==> config.mk <==
export PLATFORM = sky130hd
export DESIGN_NAME = imem_fetch_ctrl_flat
export DESIGN_NICKNAME = d
export VERILOG_FILES = /design/src/rtl/imem_fetch_ctrl_if.sv /design/src/rtl/imem_fetch_ctrl.sv /design/src/flat_wrapper.sv
export SDC_FILE = /design/constraint.sdc
export NUM_CORES = 1
export LEC_CHECK = 0
export ABC_AREA = 1
export BUFFER_PORTS_ARGS = -buffer_cell sky130_fd_sc_hd__buf_2
export CORE_MARGIN = 3
export CORE_UTILIZATION = 40
export CTS_CLUSTER_DIAMETER = 80
export DETAILED_ROUTE_END_ITERATION = 16
export PLACE_DENSITY = 0.57
export SLEW_MARGIN = 20
export SYNTH_ARGS = -nofsm -noshare
export SYNTH_HDL_FRONTEND = slang
export SYNTH_SLANG_ARGS = --single-unit
export TNS_END_PERCENT = 20
==> constraint.sdc <==
create_clock -name clk -period 3 [get_ports clk]
set_clock_uncertainty 0.2 [all_clocks]
set_input_delay 0.15 -clock clk [delete_from_list [all_inputs] [get_ports clk]]
set_output_delay 0.15 -clock clk [all_outputs]
set_load 0.005 [all_outputs]
==> src/rtl/imem_fetch_ctrl_if.sv <==
`default_nettype none
// ============================================================================
// Module   : imem_fetch_ctrl_if
// Purpose  : Bundles the instruction-ROM bus, control inputs (redirect/halt)
//            and the decode-side valid/ready handshake of the fetch
//            controller.
//            master = fetch controller view.
//            slave  = ROM/decode environment view.
// Revision : 1.0 - initial release
// ============================================================================
interface imem_fetch_ctrl_if #(
    parameter int DATA_WIDTH = 32,
    parameter int BUS_WIDTH  = 6
);
    // ROM bus
    logic [BUS_WIDTH-1:0]  imem_addr;
    logic [DATA_WIDTH-1:0] imem_rdata;
    // Control
    logic                  redirect_valid;
    logic [BUS_WIDTH-1:0]  redirect_addr;
    logic                  halt;
    // Decode handshake
    logic                  inst_valid;
    logic                  inst_ready;
    logic [DATA_WIDTH-1:0] inst_data;
    logic [BUS_WIDTH-1:0]  inst_pc;
    logic                  halted;

    modport master (
        output imem_addr,
        input  imem_rdata,
        input  redirect_valid,
        input  redirect_addr,
        input  halt,
        output inst_valid,
        input  inst_ready,
        output inst_data,
        output inst_pc,
        output halted
    );

    modport slave (
        input  imem_addr,
        output imem_rdata,
        output redirect_valid,
        output redirect_addr,
        output halt,
        input  inst_valid,
        output inst_ready,
        input  inst_data,
        input  inst_pc,
        input  halted
    );
endinterface
`default_nettype wire

==> src/rtl/imem_fetch_ctrl.sv <==
`default_nettype none
// ============================================================================
// Module   : imem_fetch_ctrl
// Purpose  : Instruction fetch controller. Owns the PC and drives the ROM
//            word address. Captures combinational ROM data into a 2-entry
//            prefetch FIFO that feeds decode via valid/ready. Supports
//            redirect (flush + new PC) and halt.
// Revision : 1.0 - initial release
// ============================================================================
module imem_fetch_ctrl #(
    parameter int DATA_WIDTH = 32,
    parameter int BUS_WIDTH  = 6,
    parameter int RESET_PC   = 0
) (
    input  wire                     clk,
    input  wire                     rst_n,
    imem_fetch_ctrl_if.master       bus
);

    localparam logic [BUS_WIDTH-1:0] c_reset_pc = RESET_PC[BUS_WIDTH-1:0];
    localparam logic [BUS_WIDTH-1:0] c_pc_one   = {{(BUS_WIDTH-1){1'b0}}, 1'b1};
    localparam logic [1:0]           c_cnt_full = 2'd2;

    typedef enum logic [0:0] {
        ST_RUN  = 1'b0,
        ST_HALT = 1'b1
    } state_t;

    state_t                r_state;
    state_t                w_state_nxt;
    logic [BUS_WIDTH-1:0]  r_pc;
    logic [1:0]            r_count;
    // Entry 0 is always the FIFO head; entry 1 is the tail slot when full.
    logic [BUS_WIDTH-1:0]  r_pc0;
    logic [BUS_WIDTH-1:0]  r_pc1;
    logic [DATA_WIDTH-1:0] r_inst0;
    logic [DATA_WIDTH-1:0] r_inst1;

    logic                  w_pop;
    logic                  w_push;

    // The push gate samples halt directly so no fetch starts on the cycle
    // halt first rises, before the FSM has reached HALT.
    assign w_pop  = (r_count != 2'd0) & bus.inst_ready;
    assign w_push = (r_state == ST_RUN) & ~bus.halt & ~bus.redirect_valid &
                    ((r_count < c_cnt_full) | w_pop);

    assign bus.imem_addr  = r_pc;
    assign bus.inst_valid = (r_count != 2'd0);
    assign bus.inst_data  = r_inst0;
    assign bus.inst_pc    = r_pc0;
    assign bus.halted     = (r_state == ST_HALT);

    // FSM state register.
    always_ff @(posedge clk or negedge rst_n) begin
        if (!rst_n) begin
            r_state <= ST_RUN;
        end else begin
            r_state <= w_state_nxt;
        end
    end

    // Next-state logic; redirect blocks entry to HALT but not the exit.
    always_comb begin
        w_state_nxt = r_state;
        case (r_state)
            ST_RUN: begin
                if (bus.halt && !bus.redirect_valid) begin
                    w_state_nxt = ST_HALT;
                end
            end
            ST_HALT: begin
                if (!bus.halt) begin
                    w_state_nxt = ST_RUN;
                end
            end
            default: w_state_nxt = ST_RUN;
        endcase
    end

    // PC and prefetch FIFO; redirect overrides any push and discards entries.
    always_ff @(posedge clk or negedge rst_n) begin
        if (!rst_n) begin
            r_pc    <= c_reset_pc;
            r_count <= 2'd0;
            r_pc0   <= '0;
            r_pc1   <= '0;
            r_inst0 <= '0;
            r_inst1 <= '0;
        end else if (bus.redirect_valid) begin
            r_pc    <= bus.redirect_addr;
            r_count <= 2'd0;
        end else begin
            if (w_push) begin
                r_pc <= r_pc + c_pc_one;
            end
            case ({w_push, w_pop})
                2'b10: begin
                    if (r_count == 2'd0) begin
                        r_pc0   <= r_pc;
                        r_inst0 <= bus.imem_rdata;
                    end else begin
                        r_pc1   <= r_pc;
                        r_inst1 <= bus.imem_rdata;
                    end
                    r_count <= r_count + 2'd1;
                end
                2'b01: begin
                    r_pc0   <= r_pc1;
                    r_inst0 <= r_inst1;
                    r_count <= r_count - 2'd1;
                end
                2'b11: begin
                    // Count is unchanged; the new word lands behind the
                    // surviving entry (if any).
                    if (r_count == 2'd1) begin
                        r_pc0   <= r_pc;
                        r_inst0 <= bus.imem_rdata;
                    end else begin
                        r_pc0   <= r_pc1;
                        r_inst0 <= r_inst1;
                        r_pc1   <= r_pc;
                        r_inst1 <= bus.imem_rdata;
                    end
                end
                default: begin
                end
            endcase
        end
    end

endmodule
`default_nettype wire

==> src/flat_wrapper.sv <==
// flat-port wrapper written by rule: the top's interface ports become plain ports
module imem_fetch_ctrl_flat 
#(
    parameter int DATA_WIDTH = 32,
    parameter int BUS_WIDTH  = 6,
    parameter int RESET_PC   = 0
)
  (clk, rst_n, bus_imem_addr, bus_imem_rdata, bus_redirect_valid, bus_redirect_addr, bus_halt, bus_inst_valid, bus_inst_ready, bus_inst_data, bus_inst_pc, bus_halted);
  imem_fetch_ctrl_if #(.DATA_WIDTH(DATA_WIDTH), .BUS_WIDTH(BUS_WIDTH)) bus_i ();
  input  wire clk;
  input  wire rst_n;
  output wire logic [$bits(bus_i.imem_addr)-1:0] bus_imem_addr;
  input wire logic [$bits(bus_i.imem_rdata)-1:0] bus_imem_rdata;
  input wire logic [$bits(bus_i.redirect_valid)-1:0] bus_redirect_valid;
  input wire logic [$bits(bus_i.redirect_addr)-1:0] bus_redirect_addr;
  input wire logic [$bits(bus_i.halt)-1:0] bus_halt;
  output wire logic [$bits(bus_i.inst_valid)-1:0] bus_inst_valid;
  input wire logic [$bits(bus_i.inst_ready)-1:0] bus_inst_ready;
  output wire logic [$bits(bus_i.inst_data)-1:0] bus_inst_data;
  output wire logic [$bits(bus_i.inst_pc)-1:0] bus_inst_pc;
  output wire logic [$bits(bus_i.halted)-1:0] bus_halted;
  assign bus_imem_addr = bus_i.imem_addr;
  assign bus_i.imem_rdata = bus_imem_rdata;
  assign bus_i.redirect_valid = bus_redirect_valid;
  assign bus_i.redirect_addr = bus_redirect_addr;
  assign bus_i.halt = bus_halt;
  assign bus_inst_valid = bus_i.inst_valid;
  assign bus_i.inst_ready = bus_inst_ready;
  assign bus_inst_data = bus_i.inst_data;
  assign bus_inst_pc = bus_i.inst_pc;
  assign bus_halted = bus_i.halted;
  imem_fetch_ctrl #(.DATA_WIDTH(DATA_WIDTH), .BUS_WIDTH(BUS_WIDTH), .RESET_PC(RESET_PC)) u_core (.clk(clk), .rst_n(rst_n), .bus(bus_i));
endmodule
==> results.yml <==
clocking:
  cts_resized: 0
  cts_hold_buf: 40
  clk_latency_ps: 340
  cts_tree: "built"
  clock-sinks: 85
  post_cts_buffers: 0
  clockBufferDepth: 2
  clkSlewWorstSetupHoldPaths_ps: 60
  clockRootBuffer: "clkbuf_16"
  htree_levels: 3
  cts_inserted_buffers: 9
yosys:
  synth_xor_area_share_pct: 0.363
  synth_top_family_by_area: "simple AND/OR/NAND/NOR gates"
  yosysSeqAreaShare_pct: 44.1
  synth_top_area_cell: "dfrtp_1"
  syn-cell-area_mm2: 0.00482
  syn_avg_cell_area_um2: 6.88
  yosys.area_share.simple_pct: 46.9
  ys_ff_latch: 85
  synth_cells: 701
  muxShareOfSynthArea_pct: 0
  synth_compound_area_share_pct: 1.17
  synth.top_cell.area_share_pct: 44.1
  synthTopCellsByArea: "dfrtp_1 (44%), nand2_1 (26%), nand3_1 (20%)"
  synth_nets: 747
  ys_types: 18
  synthAdderAreaFrac_pct: 0.779
  yosysWarnings: 0
sta:
  rsz0062_at_grt: "false"
  timing.slew.headroom_pct: 47.7
  drv_slew: 0
  final-setup-viol-count: 0
  worst_slew_pin_slew_ps: 784
  max_clock_freq_mhz: 393
  hold_viol: 0
  min_period_ps: 2550
  tns_ps: 0
  min_period_over_period_pct: 84.9
route:
  drt_iter0_drc: 388
  via_per_inst: 5.14
  dr.pass1.iters: 5
  ant_nets: 0
  drt_wl_total_um: 14100
  wl_per_cell_um: 14.7
  num_vias: 4901
  remaining_drc_errors: 0
finish:
  diodes: 0
  finish.utilization_pct: 52.1
  n_fill_cell: 1135
  syn_to_final_growth_pct: 25.4
  finalNetCount: 852
  drive_gt1_share_pct: 16.3
run_status:
  status: "completed"
setup_path:
  path_class: "input pin to flop"
  cp-end-kind: "flop"
  critPathLaunchType: "input pin"
  cp.required_ps: 3020
  crit_arrival_ps: 2570
  reg2reg_from: "u_core.bus.halted"
  rr_worst_depth: 9
  reg2reg_to: "u_core.r_inst1[16]"
  critPathMaxFanout: 26
  r2r_slack_ps: 580
floorplan:
  io_pins: 89
  start_util_pct: 41.5
  rows: 39
  die_y_um: 116
  die_area_mm2: 0.0134
  coreArea_mm2: 0.0116
  dieWidth_um: 116
place:
  gp_congestion: 0.775
  io_buffers: 88
  hpwl_um: 8930
pwr:
  p_per_area_mw_per_mm2: 840
  ir_drop_uv: 317
  total_power_w: 0.00508
  p_leak_nw: 3.30
grt:
  grt_pass1_wl_um: 23700
  grt_pass1_vias: 4758
  track_usage_pct: 22.3
  grt_max_degree: 86
  grt_overflow: 0
  antenna_found_initial: 0
worst_hold_path:
  min_from: "bus_redirect_valid"
  hold_path_class: "input pin to flop"
  whs_path_depth: 3
  worst_hold_path.endpoint: "u_core.bus.imem_addr[0]"
flow_run:
  drv_cap: 0
==> cells in the final DEF, fill, tap and decap left out, types with 3 or more instances in the layout <==
cell type	n
o21ai_1	5
nor2_1	4
clkbuf_16	9
a21oi_1	4
clkinv_2	3
nand2_1	328
dlygate4sd3_1	40
dfrtp_1	85
nand3_1	196
inv_1	10
buf_4	17
inv_2	4
buf_2	87
==> metrics by stage <==
stage	hold WS (ps)	cell area, um2	setup WS, ps	instances
after floorplan	-346	4820	1220	701
after global placement	165	5360	663	898
after detailed placement	172	5360	585	898
after CTS	8.51	6040	478	954
after global routing	30.0	6050	261	954
final	7.83	6050	454	954
==> state kept, by name, summed over array words and instances (netlist names) <==
name,count
u_core.bus.inst_data,32
u_core.r_inst1,32
u_core.bus.imem_addr,6
u_core.bus.inst_pc,6
u_core.r_pc1,6
u_core.r_count,2
u_core.bus.halted,1
==> cell type report <==
cell class	count	area, um2	area share, %
Inverter	14	52.6	0.869
Multi-Input combinational cell	549	2390	39.6
Sequential cell	85	2130	35.2
Tap cell	143	179	2.96
Timing Repair Buffer	147	1010	16.8
Clock buffer	12	256	4.24
Clock inverter	4	22.5	0.373
==> synth_stat cells (all sizes together) <==
library cell / count
nand2: 330
nand3: 197
dfrtp: 85
buf: 35
clkbuf: 18
inv: 14
a21oi: 5
nor2: 5
o21ai: 5
ha: 3
xor2: 2
nand3b: 1
o22ai: 1
==> metal layers <==
layer  global-route usage, %  routed length [um]  vias up
met5                       0                   0        -
met2                    36.5                6570      161
met1                    30.3                6410     2253
met4                    6.42                 180        0
li1                        -                   -     2474
met3                    3.92                 896       13
==> where the power goes <==
group / internal (W) / switching [W]
clock network: 0.000602 / 0.000449
registers: 0.00165 / 0.000353
logic: 0.000800 / 0.00123
==> logic make-up (layout without fill, tap and decap cells) <==
logic type                 after synthesis  after routing
AOI/OAI and AO/OA                       11             11
xor gates and xnor gates                 2              2
adders and majority gates                3              3
buffers and inverters                   67            177
DFF                                     85             85
and+or+nand+nor                        533            533
==> worst max-delay path: stages <==
cell and delay (ps):
dlygate4sd3_1 540, buf_2 130, inv_1 100, nand2_1 120, nor2_4 360, nand2_1 170, inv_2 280, nand2_2 310
buf_12 260, nand2_1 70, nand2_1 60
==> worst max path at each step <==
stage,from,end,slack (ps),depth (start not counted)
after detailed placement,u_core.bus.halted,u_core.r_inst1[9],590,9
after global routing,bus_halt,u_core.r_inst1[21],260,11
after CTS,bus_halt,u_core.r_inst1[9],480,11
after floorplan,u_core.r_count[0],u_core.bus.inst_data[16],1220,12
final,bus_halt,u_core.r_inst1[16],450,11
after global placement,u_core.r_count[0],u_core.bus.inst_pc[1],660,11
(Power assumes the default switching activity.)
